`src/rtl/lz77_stream_encoder.sv`:
```
// Streaming LZ77 encoder: sliding window fed over valid/ready, one (offset, match_len, char_nxt) token per handshake.
// Define LZ77_PARALLEL_SEARCH_EN to evaluate every search candidate in a single cycle.
module lz77_stream_encoder #(
  parameter int unsigned       DATA_W     = 8,
  parameter int unsigned       SEARCH_LEN = 9,
  parameter int unsigned       LOOK_LEN   = 8,
  parameter int unsigned       OFF_W      = 4,
  parameter int unsigned       LEN_W      = 3,
  parameter logic [DATA_W-1:0] TERM_CHAR  = 8'h24,
  parameter logic [DATA_W-1:0] FILL_CHAR  = 8'h00
) (
  input  logic              clk,
  input  logic              reset,
  input  logic [DATA_W-1:0] chardata,
  input  logic              in_valid,
  output logic              in_ready,
  output logic              valid,
  input  logic              out_ready,
  output logic              encode,
  output logic              finish,
  output logic [OFF_W-1:0]  offset,
  output logic [LEN_W-1:0]  match_len,
  output logic [DATA_W-1:0] char_nxt
);

  localparam int unsigned WIN_LEN = SEARCH_LEN + LOOK_LEN;
  localparam int unsigned IDX_W   = $clog2(WIN_LEN);
  localparam int unsigned CNT_W   = $clog2(LOOK_LEN + 1);
  localparam int unsigned S_W     = (SEARCH_LEN > 1) ? $clog2(SEARCH_LEN) : 1;

  typedef enum logic [2:0] {FILL, SEARCH, EMIT, SHIFT, DONE} state_t;

  state_t            state;
  logic [DATA_W-1:0] win [WIN_LEN];
  logic [CNT_W-1:0]  look_cnt;
  logic [CNT_W-1:0]  rem;
  logic              term_seen;
  logic [LEN_W-1:0]  lim;
  logic [LEN_W-1:0]  probe_len;
  logic [LEN_W-1:0]  cand_len;
  logic [S_W-1:0]    cand_s;
  logic              search_done;

`ifndef LZ77_PARALLEL_SEARCH_EN
  logic [S_W-1:0]    s_cnt;
  logic [LEN_W-1:0]  best_len;
  logic [S_W-1:0]    best_s;
`endif

  assign encode = 1'b1;

  always_comb begin
    lim = '0;
    if (look_cnt == CNT_W'(LOOK_LEN)) lim = LEN_W'(LOOK_LEN - 1);
    else if (look_cnt != '0)          lim = LEN_W'(look_cnt - 1'b1);
  end

  // Leading run of equal symbols between the candidate at s and the look-ahead; may run into the look-ahead itself.
  function automatic logic [LEN_W-1:0] match_at(input int unsigned s);
    logic [LEN_W-1:0] n;
    logic             run;
    n   = '0;
    run = 1'b1;
    for (int unsigned k = 0; k < LOOK_LEN - 1; k++) begin
      if (run && (LEN_W'(k) < lim) && (win[IDX_W'(s + k)] == win[IDX_W'(SEARCH_LEN + k)]))
        n = n + 1'b1;
      else
        run = 1'b0;
    end
    return n;
  endfunction

`ifdef LZ77_PARALLEL_SEARCH_EN
  always_comb begin
    cand_len    = '0;
    cand_s      = '0;
    probe_len   = '0;
    search_done = 1'b1;
    for (int unsigned s = 0; s < SEARCH_LEN; s++) begin
      probe_len = match_at(s);
      if (probe_len > cand_len) begin
        cand_len = probe_len;
        cand_s   = S_W'(s);
      end
    end
  end
`else
  // Running best merged with the candidate under test this cycle; strict > keeps the earliest s on ties.
  always_comb begin
    probe_len   = match_at(32'(s_cnt));
    cand_len    = best_len;
    cand_s      = best_s;
    search_done = (s_cnt == S_W'(SEARCH_LEN - 1));
    if (probe_len > best_len) begin
      cand_len = probe_len;
      cand_s   = s_cnt;
    end
  end
`endif

  always_ff @(posedge clk) begin
    if (!reset) begin
      state     <= FILL;
      look_cnt  <= '0;
      rem       <= '0;
      term_seen <= 1'b0;
      for (int unsigned i = 0; i < WIN_LEN; i++) win[IDX_W'(i)] <= FILL_CHAR;
      valid     <= 1'b0;
      finish    <= 1'b0;
      offset    <= '0;
      match_len <= '0;
      char_nxt  <= '0;
      in_ready  <= 1'b0;
`ifndef LZ77_PARALLEL_SEARCH_EN
      s_cnt     <= '0;
      best_len  <= '0;
      best_s    <= '0;
`endif
    end else begin
      case (state)
        FILL: begin
          if (look_cnt == CNT_W'(LOOK_LEN) || term_seen) begin
            state    <= SEARCH;
            in_ready <= 1'b0;
`ifndef LZ77_PARALLEL_SEARCH_EN
            s_cnt    <= '0;
            best_len <= '0;
            best_s   <= '0;
`endif
          end else if (in_valid && in_ready) begin
            win[IDX_W'(SEARCH_LEN) + IDX_W'(look_cnt)] <= chardata;
            look_cnt <= look_cnt + 1'b1;
            if (chardata == TERM_CHAR) term_seen <= 1'b1;
            // in_ready is registered, so it is computed for the post-write fill level.
            in_ready <= (32'(look_cnt) + 1 < LOOK_LEN) && (chardata != TERM_CHAR);
          end else begin
            in_ready <= 1'b1;
          end
        end

        SEARCH: begin
          if (search_done) begin
            state     <= EMIT;
            valid     <= 1'b1;
            match_len <= cand_len;
            offset    <= (cand_len == '0) ? '0 : OFF_W'(SEARCH_LEN - 1 - 32'(cand_s));
            char_nxt  <= win[IDX_W'(SEARCH_LEN) + IDX_W'(cand_len)];
          end
`ifndef LZ77_PARALLEL_SEARCH_EN
          else begin
            s_cnt    <= s_cnt + 1'b1;
            best_len <= cand_len;
            best_s   <= cand_s;
          end
`endif
        end

        EMIT: begin
          if (out_ready) begin
            valid <= 1'b0;
            if (char_nxt == TERM_CHAR) begin
              finish <= 1'b1;
              state  <= DONE;
            end else begin
              state <= SHIFT;
              rem   <= CNT_W'(match_len) + 1'b1;
            end
          end
        end

        SHIFT: begin
          for (int unsigned i = 0; i < WIN_LEN - 1; i++) win[IDX_W'(i)] <= win[IDX_W'(i + 1)];
          win[IDX_W'(WIN_LEN - 1)] <= FILL_CHAR;
          look_cnt <= look_cnt - 1'b1;
          rem      <= rem - 1'b1;
          if (rem == CNT_W'(1)) begin
            state    <= FILL;
            in_ready <= !term_seen;
          end
        end

        DONE: begin
          valid    <= 1'b0;
          in_ready <= 1'b0;
          finish   <= 1'b1;
        end

        default: state <= FILL;
      endcase
    end
  end

endmodule

```
`config.mk`:
```
export PLATFORM = sky130hd
export DESIGN_NAME = lz77_stream_encoder
export DESIGN_NICKNAME = d
export VERILOG_FILES = /design/src/rtl/lz77_stream_encoder.sv
export SDC_FILE = /design/constraint.sdc
export NUM_CORES = 1
export LEC_CHECK = 0
export BUFFER_PORTS_ARGS = -buffer_cell sky130_fd_sc_hd__buf_2
export CORE_MARGIN = 3
export CORE_UTILIZATION = 29
export CTS_CLUSTER_DIAMETER = 60
export DETAILED_ROUTE_END_ITERATION = 12
export GPL_TIMING_DRIVEN = 0
export PLACE_DENSITY = 0.51
export SLEW_MARGIN = 25
export SYNTH_ARGS = -nofsm -noshare
export SYNTH_HDL_FRONTEND = slang
export SYNTH_SLANG_ARGS = --single-unit
```
`constraint.sdc`:
```
create_clock -name clk -period 19.3 [get_ports clk]
set_input_delay 4.825 -clock clk [delete_from_list [all_inputs] [get_ports clk]]
set_output_delay 4.825 -clock clk [all_outputs]
set_load 0.03 [all_outputs]
```
==> results of run 1 <==
==> sequential cells by signal, indices dropped and copies added, names as in the netlist, named ones only <==
register and cells:
win 256, char_nxt 8, best_s 4, look_cnt 4
offset 4, rem 4, s_cnt 4, best_len 3
match_len 3, state 3, finish 1, in_ready 1
term_seen 1, valid 1
==> worst max path at each step <==
stage	end	startpoint	slack (ns)
finish	char_nxt[6]	s_cnt[0]	0.14
global route	char_nxt[6]	s_cnt[1]	0.12
CTS	char_nxt[6]	s_cnt[1]	0.09
detailed placement	char_nxt[6]	s_cnt[1]	-1.38
global placement	char_nxt[6]	s_cnt[0]	-3.31
floorplan	char_nxt[0]	s_cnt[1]	5.79
==> report_power, final <==
part,internal [mW],leakage (nW),switching [mW]
sequential,0.718,2.85,0.0308
clock,0.522,0.750,0.350
combinational,0.233,6.40,0.424
total,1.47,9.99,0.805
==> routing by layer <==
metal	global-route usage, %	vias up
li1	-	9550
met1	46.9	13600
met2	51.7	2292
met3	12.3	608
met4	24.9	16
met5	0.988	-
==> cells by family (layout without fill, tap and decap cells) <==
logic type / count (synthesis) / count (layout) / share of synthesized area, %
other: 1 / 7 / 0.0136
flip-flops: 301 / 301 / 31.1
multiplexers: 603 / 603 / 37.7
AO/OA/AOI/OAI: 421 / 421 / 11.4
adder cells (fa/ha/maj): 29 / 29 / 1.31
XOR/XNOR: 76 / 76 / 2.41
AND/OR/NAND/NOR: 582 / 582 / 10.9
buffers and inverters: 279 / 402 / 5.11
==> worst max-delay path, delay by kind of cell (launching register included) <==
family                   cells  cell delay (ns)
multiplexers                 6             2.15
buffers and inverters       21             8.19
adder cells (fa/ha/maj)      7             2.47
AND/OR/NAND/NOR             11             3.16
flip-flops                   1             0.36
AO/OA/AOI/OAI                9             1.62
XOR/XNOR                     2             0.87
==> cells in the final DEF (no fill, tap or decap), types with 14 or more instances in the layout <==
master,count
mux2_2,16
nor3_1,55
nor2_1,67
a21oi_1,38
buf_4,29
xnor2_1,39
a31oi_1,16
and3_1,16
o21ai_0,51
clkbuf_2,24
mux4_1,27
inv_1,23
o22ai_1,23
ha_1,29
a22o_1,98
nor2_2,19
mux2i_1,247
buf_1,32
clkbuf_16,45
a211oi_1,16
and2_1,70
buf_2,89
nor2b_1,26
buf_6,23
dfxtp_1,45
nand3_1,61
a221oi_1,15
a22oi_1,38
a21o_1,14
o21ai_1,15
mux4_2,311
edfxtp_1,256
nand2_1,150
nand4_1,23
clkbuf_1,91
xor2_1,28
==> cell type report <==
type	count	area, um^2
Fill cell	9402	62600
Multi-Input combinational cell	1712	17800
Sequential cell	301	8590
Tap cell	1254	1570
Buffer	248	1350
Clock buffer	50	1150
Clock inverter	30	385
Timing Repair Buffer	45	300
Inverter	29	109
Antenna cell	6	15.0
==> stage by stage <==
step                      utilization (%)  cells  setup TNS [ns]  hold WS [ns]
after detailed placement             31.6   3591           -9.39         0.462
after global routing                 33.3   3670               0         0.496
after global placement               31.2   3575          -24.80         0.458
final                                33.3   3675               0         0.467
after CTS                            33.3   3671               0         0.470
after floorplan                         -   2292               0         0.437
==> timing repair <==
| item | 4_1_cts | 5_1_grt |
|---|---|---|
| setup endpoints to repair | 8 | 8 |
| gates resized for setup | 8 | 6 |
| pin swaps | 0 | 0 |
==> metrics.yaml, run 1 <==
clk_pin_slew_worst_paths_ns: 0.06
end_kind: "flop"
grt_setup_unrepaired: "false"
post-place-ws_ns: -1.38
drtIter0Drc: 4142
route.detailed.drc: 0
synth_most_common_cell: "mux4_2"
yosysTopAreaCellShare_pct: 27.8
r2r_cells: 56
r2r_start: "s_cnt[0]"
drt_pre_antenna_iters: 6
min_to: "rem[3]"
worstMarginPinSlew_ns: 1.27
finalWorstPathRequiredPeriod_ns: 19.16
powerDensity_nw_per_um2: 72.8
h-tree-depth: 2
overflow: 0
cts_setup_buffers: 0
grt_pass1_wl_um: 239000
clock_latency_ns: 0.63
initial_core_util_pct: 29.4
core_area_um2: 93900
highest_layer: "met5"
synth-edff-count: 256
antenna_found_initial: 16
synthArstFlopShare_pct: 0
grtUsageTotal_pct: 36.5
finalPower_mw: 2.28
syn_area_um2: 27600
worstHoldStart: "rem[3]"
cp_slowest_cell: "clkinv_1"
wl_met3_um: 22500
timing.fmax_ghz: 0.0522
cts.sinks: 301
final_area_um2: 31300
first_global_vias: 24200
synth_largest_area_cell: "edfxtp_1"
port_buffers: 29
skew_ns: 0.0244
cts_buffer_depth: 3
wl_um: 184000
yosysWarnings: 0
leakage_nw: 9.99
reg2reg_to: "char_nxt[6]"
critPathMostFrequentCell: "ha_1"
route.antenna.remaining_nets: 0
vias: 26100
vias_per_cell: 7.09
crit_fanout: 10
slew_viol_final: 0
finalNetCount: 2422
area_growth_pct: 13.2
ys_seq_area_share_pct: 31.1
ir_drop_v: 0.0000561
gp_congestion: 1.08
place_area_um2: 29700
fp.dieArea_um2: 99000
wl_met1_um: 70200
cts_tree: "done"
crit_type: "reg2reg"
arrival_ns: 19.66
drive_gt1_share_pct: 26.4
cts_buffers: 44
r2r_setup_slack_ns: 0.14
avgSynthCellArea_um2: 12.0
cp-start-kind: "flop"
worst_slack_ns: 0.143
maxCapViolations: 0
die_w_um: 315
slew_headroom_pct: 15.6
cp.required_ns: 19.81
synth_seq_cells: 301
dp_hpwl_um: 143000
hold_depth: 2
syn-instance-count: 2292
ctsHoldBuffers: 0
synth.area.top_cells: "edfxtp_1, mux4_2, mux2i_1"
setup_viol: 0
ys.flop_type: "edfxtp_1"
hold_path.class: "reg2reg"
wl_met2_um: 75000
clockRootBuffer: "clkbuf_16"
pin_count: 31
outcome: "finished, final reports clean"
hold_violations: 0
syn_nets: 2333
slowest_delay_ns: 0.77
die_h_um: 315
grt_max_degree: 21
synth_common_cells: "mux4_2, edfxtp_1, mux2i_1"
rows: 112
ys_types: 90
post_drt_wl_per_cell_um: 50.1
fin_crit_sh_pct: 99.3
(Power assumes the default switching activity.)
==> inputs of run 2 (changes only) <==
--- a/config.mk
+++ b/config.mk
@@ -12,6 +12,7 @@
 export DETAILED_ROUTE_END_ITERATION = 12
 export GPL_TIMING_DRIVEN = 0
 export PLACE_DENSITY = 0.51
+export REMOVE_ABC_BUFFERS = 1
 export SLEW_MARGIN = 25
 export SYNTH_ARGS = -nofsm -noshare
 export SYNTH_HDL_FRONTEND = slang
==> metrics.yaml, run 2 (synthesized netlist as in run 1, its figures left out) <==
grtUsageTotal_pct: 22.8
postCtsResizedCells: 0
grt_setup_unrepaired: "false"
wl_um: 115000
end_kind: "flop"
core_area_um2: 93900
critPathMostFrequentCell: "ha_1"
die_w_um: 315
route.antenna.remaining_nets: 0
skew_ns: 0.0378
cts_buffers: 39
r2r_start: "s_cnt[0]"
cts.sinks: 301
largestRegisters: "win x256, char_nxt x8"
setup_tns_ns: 0
post_drt_wl_per_cell_um: 33.4
h-tree-depth: 2
cpLargestDelayFamily: "simple AND/OR/NAND/NOR gates"
overflow: 0
ctsHoldBuffers: 0
route.detailed.drc: 0
powerDensity_nw_per_um2: 65.8
initial_core_util_pct: 29.4
r2r_setup_slack_ns: 3.90
port_buffers: 29
crit_buf_inv: 10
r2r_cells: 47
die_h_um: 315
hold_path.class: "reg2reg"
cts_buffer_depth: 3
rows: 112
mostFrequentLayoutCell: "mux4_2"
cp-startpoint: "s_cnt[0]"
path_depth: 47
fin_crit_sh_pct: 79.8
leakage_nw: 9.38
largest_reg_flops: 256
grt_pass1_wl_um: 164000
drtIter0Drc: 3045
vias_per_cell: 6.53
endpoint: "char_nxt[5]"
reg2reg_to: "char_nxt[5]"
antenna_found_initial: 5
timing.fmax_ghz: 0.0649
slew_headroom_pct: 23.7
drt_pre_antenna_iters: 5
top_register: "win"
finalNetCount: 2201
cp.required_ns: 19.79
outcome: "finished, final reports clean"
first_global_vias: 21400
ir_drop_v: 0.0000638
utilization_pct: 32.5
pin_count: 31
clock_latency_ns: 0.59
cp_slowest_cell: "ha_4"
grt_max_degree: 66
area_growth_pct: 10.5
dp_hpwl_um: 87200
gp_congestion: 0.955
maxCapViolations: 0
setup_viol: 0
fp.dieArea_um2: 99000
crit_fanout: 44
drive_gt1_share_pct: 24.9
clk_pin_slew_worst_paths_ns: 0.06
slew_viol_final: 0
cp-start-kind: "flop"
finalWorstPathRequiredPeriod_ns: 15.40
arrival_ns: 15.89
final_cell_mix: "mux4_2, edfxtp_1, mux2i_1, nand2_1, a22o_1"
slowest_delay_ns: 0.97
vias: 22500
crit_type: "reg2reg"
worstMarginPinSlew_ns: 1.14
clockRootBuffer: "clkbuf_16"
hold_violations: 0
cts_setup_buffers: 0
cts_tree: "done"
run 2: changes by cell type in the layout (fill, tap and decap cells not counted), moves of 12 or more:
cell and change:
buf_1 -32, buf_16 +18, buf_2 -60, buf_4 -18, buf_6 -12, clkbuf_1 -84
clkbuf_2 -24
run 2: per-stage QoR:
| stage | setup WS, ns | cell area, um^2 | total power [mW] | hold slack (ns) | cells |
|---|---|---|---|---|---|
| 6_report | 3.90 | 30500 | 2.01 | 0.475 | 3445 |
| 5_1_grt | 3.20 | 30500 | 2.07 | 0.499 | 3443 |
| 4_1_cts | 4.08 | 30500 | 2.01 | 0.474 | 3443 |
| 3_5_place_dp | 4.13 | 29200 | 1.25 | 0.465 | 3373 |
| 3_3_place_gp | -22.90 | 28000 | 1.32 | 0.453 | 3325 |
| 2_1_floorplan | -9.91 | 26300 | 1.14 | 0.437 | 2042 |
run 2: final cells by class:
| cell class | count | area (um^2) |
|---|---|---|
| Tap cell | 1254 | 1570 |
| Inverter | 29 | 114 |
| Clock buffer | 46 | 1000 |
| Clock inverter | 24 | 314 |
| Timing Repair Buffer | 77 | 1000 |
| Multi-Input combinational cell | 1712 | 17900 |
| Sequential cell | 301 | 8610 |
| Antenna cell | 2 | 5.00 |
| Fill cell | 9342 | 63400 |
run 2: worst min-delay path, cell delays in order (launching register included):
cell and delay, ns:
dfxtp_1 0.32, inv_1 0.05, a21oi_1 0.05
run 2: layer usage:
metal / track usage [%] / wire (um) / vias up
met5: 0 / 38 / -
met4: 9.82 / 5990 / 6
met3: 4.78 / 11500 / 278
met2: 35.3 / 52000 / 1572
met1: 30.8 / 45500 / 11600
li1: - / - / 9079
run 2: worst min-delay path by stage:
stage | startpoint | cells past startpoint | slack [ns] | end
finish | rem[3] | 2 | 0.47 | rem[3]
global route | finish | 1 | 0.50 | finish
CTS | rem[3] | 2 | 0.47 | rem[3]
detailed placement | rem[3] | 2 | 0.46 | rem[3]
global placement | finish | 1 | 0.45 | finish
floorplan | rem[3] | 2 | 0.44 | rem[3]
run 2: power breakdown:
group	switching, mW	internal (mW)
Sequential	0.0523	0.718
Clock	0.308	0.446
Combinational	0.261	0.223
